===== src/rtl/bootloader_pkg.sv =====
// Shared types and default sizing for the serial program-memory bootloader.
package bootloader_pkg;

  localparam int DEFAULT_DATA_WIDTH       = 4;
  localparam int DEFAULT_ADDR_WIDTH       = 4;
  localparam int DEFAULT_MEMORY_REGISTERS = 16;
  localparam int DEFAULT_SYNC_STAGES      = 2;

  typedef enum logic [1:0] {
    IDLE  = 2'd0,
    LOAD  = 2'd1,
    WRITE = 2'd2,
    DONE  = 2'd3
  } bl_state_e;

endpackage


===== src/rtl/bootloader_if.sv =====
// Board-side request pins and CPU-memory write port of the bootloader, plus its FSM state for observation.
interface bootloader_if
  import bootloader_pkg::*;
#(
  parameter int DATA_WIDTH = DEFAULT_DATA_WIDTH,
  parameter int ADDR_WIDTH = DEFAULT_ADDR_WIDTH
);

  // enable_i/strobe_i/data_i are asynchronous; a word is offered by a rising
  // strobe_i edge with data_i already stable and held until the next word.
  // bl_write_en_mem_o is a one-cycle pulse; data/address are valid while it is high.
  logic                  enable_i;
  logic                  strobe_i;
  logic [DATA_WIDTH-1:0] data_i;
  logic                  bl_programm_o;
  logic [DATA_WIDTH-1:0] bl_data_o;
  logic [ADDR_WIDTH-1:0] bl_address_o;
  logic                  bl_write_en_mem_o;
  logic                  done_o;
  bl_state_e             state;

  modport master (
    output enable_i, strobe_i, data_i,
    input  bl_programm_o, bl_data_o, bl_address_o, bl_write_en_mem_o, done_o, state
  );

  modport slave (
    input  enable_i, strobe_i, data_i,
    output bl_programm_o, bl_data_o, bl_address_o, bl_write_en_mem_o, done_o, state
  );

endinterface


===== src/rtl/bootloader_sync_ff.sv =====
// Multi-stage flip-flop synchronizer for asynchronous inputs, cleared by async reset.
module sync_ff #(
  parameter int WIDTH = 1,
  parameter int DEPTH = 2
) (
  input  logic             clk,
  input  logic             rst,
  input  logic [WIDTH-1:0] d,
  output logic [WIDTH-1:0] q
);

  logic [WIDTH-1:0] stages [DEPTH];

  always_ff @(posedge clk or posedge rst) begin
    if (rst) begin
      for (int i = 0; i < DEPTH; i++) stages[i] <= '0;
    end else begin
      stages[0] <= d;
      for (int i = 1; i < DEPTH; i++) stages[i] <= stages[i-1];
    end
  end

  assign q = stages[DEPTH-1];

endmodule


===== src/rtl/bootloader.sv =====
// Loads MEMORY_REGISTERS words, one per strobe edge, into CPU program memory while enable is held.
module bootloader
  import bootloader_pkg::*;
#(
  parameter int DATA_WIDTH           = DEFAULT_DATA_WIDTH,
  parameter int MEMORY_ADDRESS_WIDTH = DEFAULT_ADDR_WIDTH,
  parameter int MEMORY_REGISTERS     = DEFAULT_MEMORY_REGISTERS,
  parameter int SYNC_STAGES          = DEFAULT_SYNC_STAGES
) (
  input  logic         clk_i,
  input  logic         reset_i,
  bootloader_if.slave  bus
);

  localparam logic [MEMORY_ADDRESS_WIDTH-1:0] LAST_ADDR =
    MEMORY_ADDRESS_WIDTH'(MEMORY_REGISTERS - 1);
  localparam logic [MEMORY_ADDRESS_WIDTH-1:0] ADDR_ONE = MEMORY_ADDRESS_WIDTH'(1);

  logic                            enable_s;
  logic                            strobe_s;
  logic [DATA_WIDTH-1:0]           data_s;
  logic                            strobe_prev;
  logic                            strobe_evt;

  bl_state_e                       state;
  logic [MEMORY_ADDRESS_WIDTH-1:0] counter;
  logic                            programm;
  logic [DATA_WIDTH-1:0]           data_q;
  logic [MEMORY_ADDRESS_WIDTH-1:0] addr_q;
  logic                            write_en;
  logic                            done;

  sync_ff #(.WIDTH(1), .DEPTH(SYNC_STAGES)) u_sync_enable (
    .clk (clk_i),
    .rst (reset_i),
    .d   (bus.enable_i),
    .q   (enable_s)
  );

  sync_ff #(.WIDTH(1), .DEPTH(SYNC_STAGES)) u_sync_strobe (
    .clk (clk_i),
    .rst (reset_i),
    .d   (bus.strobe_i),
    .q   (strobe_s)
  );

  sync_ff #(.WIDTH(DATA_WIDTH), .DEPTH(SYNC_STAGES)) u_sync_data (
    .clk (clk_i),
    .rst (reset_i),
    .d   (bus.data_i),
    .q   (data_s)
  );

  // The edge flag is registered, so data_s has had an extra cycle to settle
  // before it is captured into bl_data_o.
  always_ff @(posedge clk_i or posedge reset_i) begin
    if (reset_i) begin
      strobe_prev <= 1'b0;
      strobe_evt  <= 1'b0;
    end else begin
      strobe_prev <= strobe_s;
      strobe_evt  <= strobe_s & ~strobe_prev;
    end
  end

  always_ff @(posedge clk_i or posedge reset_i) begin
    if (reset_i) begin
      state    <= IDLE;
      counter  <= '0;
      programm <= 1'b0;
      data_q   <= '0;
      addr_q   <= '0;
      write_en <= 1'b0;
      done     <= 1'b0;
    end else begin
      case (state)
        IDLE: begin
          write_en <= 1'b0;
          done     <= 1'b0;
          if (enable_s) begin
            state    <= LOAD;
            counter  <= '0;
            programm <= 1'b1;
          end
        end

        LOAD: begin
          // Losing enable outranks a strobe seen in the same cycle.
          if (!enable_s) begin
            state    <= IDLE;
            counter  <= '0;
            programm <= 1'b0;
            data_q   <= '0;
            addr_q   <= '0;
          end else if (strobe_evt) begin
            state    <= WRITE;
            data_q   <= data_s;
            addr_q   <= counter;
            write_en <= 1'b1;
          end
        end

        WRITE: begin
          write_en <= 1'b0;
          if (!enable_s) begin
            state    <= IDLE;
            counter  <= '0;
            programm <= 1'b0;
            data_q   <= '0;
            addr_q   <= '0;
          end else if (counter == LAST_ADDR) begin
            state <= DONE;
            done  <= 1'b1;
          end else begin
            state   <= LOAD;
            counter <= counter + ADDR_ONE;
          end
        end

        DONE: begin
          write_en <= 1'b0;
          if (!enable_s) begin
            state    <= IDLE;
            counter  <= '0;
            programm <= 1'b0;
            data_q   <= '0;
            addr_q   <= '0;
            done     <= 1'b0;
          end
        end

        default: begin
          state    <= IDLE;
          counter  <= '0;
          programm <= 1'b0;
          data_q   <= '0;
          addr_q   <= '0;
          write_en <= 1'b0;
          done     <= 1'b0;
        end
      endcase
    end
  end

  assign bus.bl_programm_o     = programm;
  assign bus.bl_data_o         = data_q;
  assign bus.bl_address_o      = addr_q;
  assign bus.bl_write_en_mem_o = write_en;
  assign bus.done_o            = done;
  assign bus.state             = state;

endmodule


===== src/flat_wrapper.sv =====
// flat-port wrapper written by rule: the top's interface ports become plain ports
module bootloader_flat import bootloader_pkg::*;
#(
  parameter int DATA_WIDTH           = DEFAULT_DATA_WIDTH,
  parameter int MEMORY_ADDRESS_WIDTH = DEFAULT_ADDR_WIDTH,
  parameter int MEMORY_REGISTERS     = DEFAULT_MEMORY_REGISTERS,
  parameter int SYNC_STAGES          = DEFAULT_SYNC_STAGES
)
  (clk_i, reset_i, bus_enable_i, bus_strobe_i, bus_data_i, bus_bl_programm_o, bus_bl_data_o, bus_bl_address_o, bus_bl_write_en_mem_o, bus_done_o, bus_state);
  bootloader_if #(.DATA_WIDTH(DATA_WIDTH)) bus_i ();
  input  logic clk_i;
  input  logic reset_i;
  input wire logic [$bits(bus_i.enable_i)-1:0] bus_enable_i;
  input wire logic [$bits(bus_i.strobe_i)-1:0] bus_strobe_i;
  input wire logic [$bits(bus_i.data_i)-1:0] bus_data_i;
  output wire logic [$bits(bus_i.bl_programm_o)-1:0] bus_bl_programm_o;
  output wire logic [$bits(bus_i.bl_data_o)-1:0] bus_bl_data_o;
  output wire logic [$bits(bus_i.bl_address_o)-1:0] bus_bl_address_o;
  output wire logic [$bits(bus_i.bl_write_en_mem_o)-1:0] bus_bl_write_en_mem_o;
  output wire logic [$bits(bus_i.done_o)-1:0] bus_done_o;
  output wire logic [$bits(bus_i.state)-1:0] bus_state;
  assign bus_i.enable_i = bus_enable_i;
  assign bus_i.strobe_i = bus_strobe_i;
  assign bus_i.data_i = bus_data_i;
  assign bus_bl_programm_o = bus_i.bl_programm_o;
  assign bus_bl_data_o = bus_i.bl_data_o;
  assign bus_bl_address_o = bus_i.bl_address_o;
  assign bus_bl_write_en_mem_o = bus_i.bl_write_en_mem_o;
  assign bus_done_o = bus_i.done_o;
  assign bus_state = bus_i.state;
  bootloader #(.DATA_WIDTH(DATA_WIDTH), .MEMORY_ADDRESS_WIDTH(MEMORY_ADDRESS_WIDTH), .MEMORY_REGISTERS(MEMORY_REGISTERS), .SYNC_STAGES(SYNC_STAGES)) u_core (.clk_i(clk_i), .reset_i(reset_i), .bus(bus_i));
endmodule

===== config.mk =====
export PLATFORM = sky130hd
export DESIGN_NAME = bootloader_flat
export DESIGN_NICKNAME = d
export VERILOG_FILES = /design/src/rtl/bootloader_pkg.sv /design/src/rtl/bootloader_if.sv /design/src/rtl/bootloader_sync_ff.sv /design/src/rtl/bootloader.sv /design/src/flat_wrapper.sv
export SDC_FILE = /design/constraint.sdc
export NUM_CORES = 1
export LEC_CHECK = 0
export ABC_AREA = 1
export CORE_MARGIN = 3
export CORE_UTILIZATION = 45
export CTS_BUF_LIST = sky130_fd_sc_hd__clkbuf_8
export CTS_CLUSTER_SIZE = 28
export DETAILED_ROUTE_END_ITERATION = 8
export PLACE_DENSITY = 0.67
export SLEW_MARGIN = 0
export SYNTH_ARGS = -nofsm -noshare
export SYNTH_HDL_FRONTEND = slang
export SYNTH_SLANG_ARGS = --single-unit

===== constraint.sdc =====
create_clock -name clk_i -period 1.7 [get_ports clk_i]
set_clock_uncertainty 0.05 [all_clocks]
set_input_delay 0.425 -clock clk_i [delete_from_list [all_inputs] [get_ports clk_i]]
set_output_delay 0.425 -clock clk_i [all_outputs]
set_load 0.02 [all_outputs]

==> results of run 1 <==
[flip-flops by register name, indices dropped and copies added, names as in the netlist]
| register | count |
|---|---|
| u_core.bus.bl_write_en_mem_o | 1 |
| u_core.bus.done_o | 1 |
| u_core.u_sync_data.stages | 4 |
| u_core.u_sync_strobe.q | 1 |
| u_core.bus.state | 2 |
| u_core.bus.bl_programm_o | 1 |
| u_core.u_sync_enable.q | 1 |
| u_core.u_sync_data.q | 4 |
| u_core.strobe_prev | 1 |
| u_core.u_sync_strobe.stages | 1 |
| u_core.bus.bl_data_o | 4 |
| u_core.bus.bl_address_o | 4 |
| u_core.u_sync_enable.stages | 1 |
| u_core.counter | 4 |
| u_core.strobe_evt | 1 |
[layout make-up]
cell class | instances | area share (%)
clock buffers | 7 | 6.43
well taps | 28 | 2.34
inverters | 10 | 2.50
repair buffers | 24 | 14.8
multi-input cells | 67 | 21.7
flip-flops and latches | 31 | 51.8
clock inverters | 1 | 0.501
[layer usage]
| layer | vias up | global-route usage (%) |
|---|---|---|
| met5 | - | 0 |
| met4 | 0 | 6.95 |
| met3 | 5 | 4.83 |
| met2 | 17 | 20.7 |
| met1 | 373 | 16.7 |
| li1 | 408 | - |
[timing repair]
action / 4_1_cts / 5_1_grt
endpoints found under the hold margin: 0 / 0
setup endpoints to repair: 11 / 2
resized for setup: 11 / 2
[power by group through the flow]
stage               sequential (mW)  clock (mW)  combinational (mW)
floorplan                     0.835           0              0.0706
global route                  0.800       0.676               0.173
CTS                           0.797       0.634               0.159
global placement              0.808           0               0.170
detailed placement            0.811           0               0.170
finish                        0.796       0.619               0.156
[final timing paths]
path                                                 to  slack (ns)  cells after the start
setup / recovery                      u_core.counter[3]        0.25                      7
hold / removal                  u_core.u_sync_data.q[0]        0.30                      0
setup reg to reg                      u_core.counter[3]        0.25                      7
hold reg to reg                 u_core.u_sync_data.q[0]        0.30                      0
max in group asynchronous             u_core.counter[2]        0.83                      3
min in group asynchronous  u_core.u_sync_data.stages[4]        0.50                      3
[layout by cell type (no fill, tap or decap), types with 2 or more instances in the layout]
cell and instances:
nand2_1 32, dfrtp_1 31, dlygate4sd2_1 11, inv_1 9
o21ai_0 8, clkbuf_8 7, clkdlybuf4s50_1 7, nor2_1 6
nand3_1 5, buf_4 4, o21ai_2 3, nor2_2 2
nand2_2 2, a21oi_1 2, nand4_1 2, dlymetal6s2s_1 2
[critical path: stages, from the launching register on]
cell     delay, ns
dfrtp_1       0.44
ha_1          0.20
nand2_1       0.07
nor2_1        0.22
nand2_1       0.11
nand2_1       0.16
nand2_1       0.07
nand2_1       0.07
[cells by family after synthesis]
logic type	count (synthesis)	share of synthesized area, %
flip-flops	31	66.6
buffers and inverters	12	5.48
adder cells (fa/ha/maj)	2	1.93
AO/OA/AOI/OAI	15	7.84
AND/OR/NAND/NOR	50	18.2
==> impl_metrics.toml, run 1 <==
[clocking]
h-tree-depth = 2
clk_pin_slew_ns = 0.06
holdBufCountCts = 0
cts.sinks = 31
root_buffer = "clkbuf_8"
insertion_delay_ns = 0.27
cts_setup_buffers = 0
cts-buffers-inserted = 5
cts_buffer_depth = 2
tritoncts = "built"

[drt]
wl_met3_um = 100
wl_um = 1920
wl_met2_um = 916
dr.pass1.iters = 4
wl_per_cell_um = 11.4
via_per_inst = 4.78
antenna_left = 0
vias = 803
top_layer = "met4"
wl_met1_um = 864
drc = 0
drtIter0Drc = 19

[placement]
io_buffers = 20
place_inst = 160
hpwlAfterDp_um = 1350
dpl_cell_area_mm2 = 0.00140
pre_cts_ws_ns = 0.283
gp_congestion = 0.820

[floorplanning]
die_x_um = 56.9
io-pin-count = 21
die_h_um = 56.9
num_rows = 17
core_mm2 = 0.00234
dieArea_mm2 = 0.00324
initial_utilization_pct = 49.8

[finish]
seqCellArea_um2 = 776
fin_nets = 148
drive_gt1_share_pct = 15.0
final_cells = 168
diodes = 0
syn2layout_area_growth_pct = 28.7
final_core_utilization_pct = 64.1
multi_input_area_um2 = 325
final_design_area_no_fill_mm2 = 0.00150
fillers = 210

[yosys]
yosys-top-cells-area = "dfrtp_1, nand2_1, o21ai_0, inv_1, o21ai_2"
yosys.cell_types.count = 19
synth_ff_type = "dfrtp_1"
synthCells = 110
synth.most_common_cell = "nand2_1"
syn_avg_cell_area_um2 = 10.6
yosysTopAreaCellShare_pct = 66.6
ys_warn_count = 0
synth_largest_area_cell = "dfrtp_1"
synth_nets = 119
synth_common_cells = "nand2_1, dfrtp_1, inv_1, o21ai_0, nor2_1"
seq_area_frac_synth_pct = 66.6
syn_area_mm2 = 0.00116
synth_edf_count = 0
async_flop_share_pct = 100
synth_seq_cells = 31

[timing]
setup_viol = 0
fin_crit_ns = 1.45
fmax_mhz = 689
finalCritPeriodShare_pct = 85.4
rsz0062_at_grt = "false"
fin_hold_ws_ns = 0.299
slew_viol_final = 0
setup_tns_ns = 0
fin_ws_ns = 0.249
hold_viol_final = 0
worst_slew_pin_slew_ns = 0.368
maxSlewHeadroom_pct = 75.5

[setup_path]
reg2reg_from = "u_core.counter[0]"
end_kind = "flip-flop"
path_class = "flip-flop to flip-flop"
critPathLaunchType = "flip-flop"
arrival_ns = 1.61
setup.worst_path.start = "u_core.counter[0]"
required_ns = 1.86
cp_max_fo = 6

[global_routing]
grt_max_degree = 32
grt_pass1_vias = 774
grt_usage_pct = 13.5
grt_pass1_wl_um = 3310
antenna_found_initial = 0
gr-total-overflow = 0

[power_and_ir_drop]
clkPwrFrac_pct = 39.4
switching_share_pct = 23.2
power_leakage_nw = 0.788
sequentialPowerShare_pct = 50.7
irDropWorstVdd_mv = 0.728
power_density_mw_per_mm2 = 1050
p_sw_mw = 0.364
p_comb_share_pct = 9.9
p_total_mw = 1.57
power.internal_mw = 1.21

[min_path]
hold_start = "u_core.u_sync_data.stages[4]"
hold_path.class = "flip-flop to flip-flop"

[job]
drv_cap = 0

[run_status]
status = "finished, final reports clean"
No activity file was read; power rests on OpenSTA's default activity.
==> run 2: changes to the inputs <==
CAP_MARGIN = 20   (was not set)
==> results of run 2 <==
No change in the layout: final DEF, timing and power equal those of run 1.
==> run 3: changes to the inputs <==
SLEW_MARGIN = 10   (was 0)
==> results of run 3 <==
No change in the layout: final DEF, timing and power equal those of run 1.
==> RTL edit 1: new RTL, settings of run 2 <==
The package constant `DEFAULT_SYNC_STAGES` goes from 2 to 1.
--- a/src/rtl/bootloader_pkg.sv
+++ b/src/rtl/bootloader_pkg.sv
@@ -5,5 +5,5 @@
   localparam int DEFAULT_ADDR_WIDTH       = 4;
   localparam int DEFAULT_MEMORY_REGISTERS = 16;
-  localparam int DEFAULT_SYNC_STAGES      = 2;
+  localparam int DEFAULT_SYNC_STAGES      = 1;
 
   typedef enum logic [1:0] {
Function: changed (Yosys sat finds a counterexample within 4 cycles, from zero or initial values and one cycle with reset_i high).
==> RTL edit 1 against run 2 <==
Sequential cell count is 6 lower. Cell area decreased by 13%. Area after synthesis is 12% lower. Maximum frequency is 0.55% lower. Wire length is 8.3% lower. Total power fell by 25%. Setup slack got worse by 8.0 ps. Hold slack better by 39 ps. Largest cell class unchanged. Largest power group unchanged. Highest routed layer unchanged.
==> RTL edit 1: results (changes against run 2) <==
Finish
  • Ant. Diodes: 0 (unchanged)
  • Final net count: 142 (was 148)
  • Layout cell share with drive strength beyond 1: 12.88% (was 15.00%)

Timing
  • Hold Vio Cnt, Final: 0 (unchanged)
  • Slew headroom: 57.19% (was 75.45%)
  • Slew Viols, Final: 0 (unchanged)

Synthesis
  • Top FF cell, synth: dfrtp_1 (unchanged)
  • Fraction of registers with async set/reset: 100.0% (unchanged)
  • Seq/Total Area, Yosys: 61.35% (was 66.60%)
  • Synth top cells by count: 35 x nand2_1, 25 x dfrtp_1, 8 x nor2_1 (was 32 x nand2_1, 31 x dfrtp_1, 9 x inv_1)
  • Number of synthesis warnings: 0 (unchanged)
  • Netlist cell types: 19 (unchanged)
  • Ranking of synthesized cells by area: dfrtp_1 61%, nand2_1 13%, o21ai_1 2.9%, nor2_1 2.9%, o21ai_2 2.6% (was dfrtp_1 67%, nand2_1 10%, o21ai_0 3.4%, inv_1 2.9%, o21ai_2 2.3%)
  • Synthesized instance count: 107 (was 110)
  • Mapped Nets: 116 (was 119)

Route
  • Iteration-0 DRC Markers: 15 (was 19)
  • Via density: 4.730 (was 4.780)
  • Average wire per standard cell: 11.05 um (was 11.41 um)
  • First-pass DRT Iterations: 4 (unchanged)
  • Total Routed Length: 1757 um (was 1917 um)

Clocking
  • Setup Fix Bufs, Post-CTS: 0 (unchanged)
  • Worst-path clk slew: 80 ps (was 60 ps)
  • Worst-skew pair later-pin latency: 260 ps
  • Bufs on Longest Clock Path: 2 (unchanged)
  • H-tree Lvls: 1 (was 2)
  • CTS Buf Count: 3 (was 5)
  • Clock root cell: clkbuf_8 (unchanged)

Pwr
  • Internal: 0.8682 mW (was 1.207 mW)
  • VDD IR-drop max: 0.0006580 V (was 0.0007278 V)
  • LEAKAGE: 0.7269 nW (was 0.7881 nW)

Placement
  • Placer Congestion: 0.8085 (was 0.8199)
  • Placed insts: 155 (was 160)
  • Detail Placement HPWL: 1329 um (was 1351 um)
  • # port buffers: 20 (unchanged)
  • Placement Cell Area: 0.001254 mm2 (was 0.001404 mm2)

Setup path
  • CP max stage delay: 400 ps (was 440 ps)
  • Worst Path Max Fanout: 2 (was 6)
  • Top Family by Delay on Critical Path: flip-flops (was simple AND/OR/NAND/NOR gates)
  • CP max stage cell: dfrtp_1 (unchanged)
  • Crit path DAT: 980 ps (was 1610 ps)

Global route
  • Initial antenna violation count: 0 (unchanged)
  • Total GRT Usage: 15.24% (was 13.53%)
  • First-pass GRT wire length: 3132 um (was 3312 um)
  • Largest net degree at the start of global routing: 26 (was 32)

Worst hold path
  • Worst Hold Class: reg -> reg (unchanged)

Status
  • Status: finished, final reports clean (unchanged)
==> RTL edit 1: changes by cell type after synthesis, sizes merged <==
cell   delta
a21oi     +1
a22oi     -1
dfrtp     -6
inv       -2
nand2     +3
nor2      +2
==> RTL edit 1: cell families after synthesis <==
kind of cell    count (synthesis)  share of synthesized area, %
flops                          25                         61.35
simple gates                   55                         22.58
compound gates                 15                         8.712
fa+ha+maj                       2                         2.208
buf+inv                        10                         5.153
==> RTL edit 1: metrics by stage <==
stage	setup slack, ps	power [mW]	util, %	hold slack, ps
5_1_grt	86.74	1.243	62.99	346.7
6_report	240.8	1.179	62.99	338.2
4_1_cts	1.907	1.198	62.50	337.4
3_3_place_gp	295.9	0.8681	60.80	311.0
3_5_place_dp	254.5	0.8749	60.80	317.9
2_1_floorplan	442.4	0.7871	-	303.7
==> RTL edit 1: layout make-up <==
class,instances,area (um2)
Inverter,8,30.03
Multi-Input combinational cell,72,341.6
Timing Repair Buffer,23,221.5
Fill cell,190,763.2
Clock buffer,3,41.29
Sequential cell,25,625.6
Tap cell,27,33.78
Clock inverter,1,5.005
==> RTL edit 1: path summary, 6_finish.rpt <==
check                                         start                          to  slack (ps)  cells after the start
max in group asynchronous                   reset_i     u_core.u_sync_data.q[1]         920                      3
min reg2reg                  u_core.u_sync_strobe.q          u_core.strobe_prev         340                      0
max                        u_core.bus.bl_programm_o           bus_bl_programm_o         240                      1
max reg2reg                     u_core.bus.state[0]  u_core.bus.bl_address_o[1]         270                      4
min                          u_core.u_sync_strobe.q          u_core.strobe_prev         340                      0
min in group asynchronous                   reset_i      u_core.u_sync_enable.q         440                      3
==> RTL edit 1: power by group through the flow <==
stage | sequential [mW] | combinational (mW) | clock, mW
detailed placement | 0.665 | 0.210 | 0
finish | 0.651 | 0.191 | 0.336
global placement | 0.661 | 0.207 | 0
CTS | 0.652 | 0.195 | 0.350
global route | 0.657 | 0.213 | 0.373
floorplan | 0.695 | 0.0921 | 0
==> RTL edit 1: what timing repair did <==
| action | in CTS | in global routing |
|---|---|---|
| endpoints found under the hold margin | 0 | 0 |
| resized for setup | 9 | 4 |
| setup endpoints to repair | 9 | 4 |
==> RTL edit 1: routing by layer <==
metal	track usage (%)	part of all wire, %	vias up
met5	0	0	-
met4	8.085	1.1	0
met3	3.047	5.6	2
met2	25.10	46	20
met1	18.78	47	341
li1	-	-	389
==> RTL edit 2: new RTL, config.mk and constraints of run 2 <==
Without the edit above. Reset style: synchronous (`reset_i` and `rst`), changed in 3 clocked blocks. Comments in the files are not updated.
--- a/src/rtl/bootloader_sync_ff.sv
+++ b/src/rtl/bootloader_sync_ff.sv
@@ -12,5 +12,5 @@
   logic [WIDTH-1:0] stages [DEPTH];
 
-  always_ff @(posedge clk or posedge rst) begin
+  always_ff @(posedge clk) begin
     if (rst) begin
       for (int i = 0; i < DEPTH; i++) stages[i] <= '0;
--- a/src/rtl/bootloader.sv
+++ b/src/rtl/bootloader.sv
@@ -54,5 +54,5 @@
   // The edge flag is registered, so data_s has had an extra cycle to settle
   // before it is captured into bl_data_o.
-  always_ff @(posedge clk_i or posedge reset_i) begin
+  always_ff @(posedge clk_i) begin
     if (reset_i) begin
       strobe_prev <= 1'b0;
@@ -64,5 +64,5 @@
   end
 
-  always_ff @(posedge clk_i or posedge reset_i) begin
+  always_ff @(posedge clk_i) begin
     if (reset_i) begin
       state    <= IDLE;
Formal check against the unedited RTL: differs if reset_i is asserted again (counterexample within 4 cycles, from zero or initial values and one cycle with reset_i high); with reset_i held inactive, the same outputs for 10 cycles.
==> RTL edit 2 against run 2 <==
Setup slack worse by 59 ps. Cell area increased by 1.5%. Area after synthesis is 0.43% higher. Total power increased by 1.3%. Sequential share of layout area is 11 points lower. Hold slack better by 46 ps. Maximum frequency fell by 3.9%. Sequential cell count stayed put. Final cell count up 26%. Wire length up 13%. Die area grew 0.37%. Critical endpoint is now bus_state[0].
==> RTL edit 2: results (changes against run 2) <==
Status
  • Status: finished, final reports clean (unchanged)

Route
  • Via density: 4.730 (was 4.780)
  • Total number of vias: 998 (was 803)
  • First-pass DRT Iterations: 4 (unchanged)
  • Iteration-0 DRC Markers: 29 (was 19)
  • Total Routed Length: 2158 um (was 1917 um)

Setup path
  • CP max stage cell: dfxtp_1 (was dfrtp_1)
  • CP max stage delay: 400 ps (was 440 ps)
  • Worst Path Max Fanout: 6 (unchanged)
  • Top Family by Delay on Critical Path: flip-flops (was simple AND/OR/NAND/NOR gates)
  • Crit path DAT: 1030 ps (was 1610 ps)

Synthesis
  • Netlist cell types: 19 (unchanged)
  • Synth top cells by count: 31 x dfxtp_1, 30 x nand2_1, 28 x nor2_1 (was 32 x nand2_1, 31 x dfrtp_1, 9 x inv_1)
  • Synthesized instance count: 156 (was 110)
  • Seq/Total Area, Yosys: 53.05% (was 66.60%)
  • Top FF cell, synth: dfxtp_1 (was dfrtp_1)
  • Multiplexer share of the synthesized area: 0% (unchanged)
  • Ranking of synthesized cells by area: dfxtp_1 53%, nand2_1 9.6%, nor2_1 9.0%, inv_1 7.7%, a21oi_1 5.1% (was dfrtp_1 67%, nand2_1 10%, o21ai_0 3.4%, inv_1 2.9%, o21ai_2 2.3%)
  • Synth Area in Compound Gates: 7.487% (was 7.841%)
  • Number of synthesis warnings: 0 (unchanged)
  • Xor-xnor portion of the synthesized cell area: 0% (unchanged)
  • Mapped Nets: 165 (was 119)
  • Post-Synth Adder-Cell Area: 1.070% (was 1.933%)
  • Fraction of registers with async set/reset: 0% (was 100.0%)

Global route
  • Total GRT Usage: 14.94% (was 13.53%)
  • Largest net degree at the start of global routing: 18 (was 32)
  • First-pass GRT wire length: 3726 um (was 3312 um)
  • Vias in the first global route: 934 (was 774)
  • Initial antenna violation count: 0 (unchanged)

Clocking
  • Worst-skew pair later-pin latency: 280 ps
  • Bufs on Longest Clock Path: 2 (unchanged)
  • CTS Buf Count: 5 (unchanged)
  • Worst-path clk slew: 60 ps (about the same)
  • H-tree Lvls: 2 (unchanged)

Finish
  • Fillers: 228 (was 210)
  • Ant. Diodes: 0 (unchanged)
  • Top reg by flops: u_core.u_sync_data.stages
  • Layout cell share with drive strength beyond 1: 8.743% (was 15.00%)
  • Max reg flops: 8
  • Final net count: 191 (was 148)

Timing
  • Slew headroom: 76.40% (was 75.45%)

Placement
  • Pre-CTS setup slack: 198.9 ps (was 282.9 ps)
  • Placed insts: 203 (was 160)
  • Placer Congestion: 0.7846 (was 0.8199)
  • Detail Placement HPWL: 1613 um (was 1351 um)
  • # port buffers: 20 (unchanged)

Pwr
  • P_sw: 0.3295 mW (was 0.3641 mW)
  • VDD IR-drop max: 0.0007229 V (was 0.0007278 V)
  • LEAKAGE: 0.7850 nW (was 0.7881 nW)

Worst hold path
  • Worst Hold Class: reg -> reg (unchanged)
==> RTL edit 2: cell types whose count changed after synthesis, sizes merged, moves of 2 or more <==
cell    before  now
nand2       34   31
a21oi        2   12
dfxtp        0   31
nand3        5   12
clkbuf       0    2
inv         10   26
nor3         0    2
dfrtp       31    0
o21ai       11    4
nor2         8   30
==> RTL edit 2: worst paths after layout <==
check                                         start                end  slack (ps)  depth (start not counted)
setup reg to reg  u_core.u_sync_enable.stages[0][1]  u_core.counter[3]         350                          7
hold / removal                   u_core.strobe_prev  u_core.strobe_evt         340                          1
setup / recovery                u_core.bus.state[0]       bus_state[0]         190                          1
hold reg to reg                  u_core.strobe_prev  u_core.strobe_evt         340                          1
==> RTL edit 2: cell type report <==
| class | instances | area [um2] | share of cell area (%) |
|---|---|---|---|
| multi-input combinational | 96 | 430.4 | 28.29 |
| tap | 28 | 35.03 | 2.303 |
| clock buffer | 6 | 82.58 | 5.428 |
| inverter | 26 | 100.1 | 6.579 |
| clock inverter | 2 | 35.03 | 2.303 |
| timing repair buffer | 22 | 217.7 | 14.31 |
| sequential | 31 | 620.6 | 40.79 |
==> RTL edit 2: timing repair <==
action / 4_1_cts / 5_1_grt
gates resized for setup: 8 / 5
cloned: 0 / 0
endpoints found under the setup margin: 8 / 5
buffers inserted: 0 / 0
==> RTL edit 2: kinds of logic (layout without fill, tap and decap cells) <==
family	count (synthesis)	count (layout)
AOI/OAI and AO/OA	17	17
buffers and inverters	29	56
adders and majority gates	1	1
DFF	31	31
and+or+nand+nor	78	78
==> RTL edit 2: power by group through the flow <==
stage	Combinational (mW)	Clock [mW]	Sequential (mW)
after global routing	0.101	0.790	0.767
after CTS	0.0892	0.753	0.765
after global placement	0.0884	0	0.780
after floorplan	0.0527	0	0.780
final	0.0881	0.739	0.765
after detailed placement	0.0900	0	0.781
==> RTL edit 2: per-stage QoR <==
step                utilization (%)  area (um2)
floorplan                         -        1170
global placement              59.89        1401
detailed placement            59.89        1401
CTS                           64.49        1509
global route                  65.03        1521
finish                        65.03        1521
==> RTL edit 2: routing by layer <==
layer,share of wire [%],up-vias,track usage [%]
met1,45,443,15.94
met3,5.4,6,7.014
met4,1.9,0,7.616
li1,-,532,-
met2,47,17,24.63
met5,0,-,0
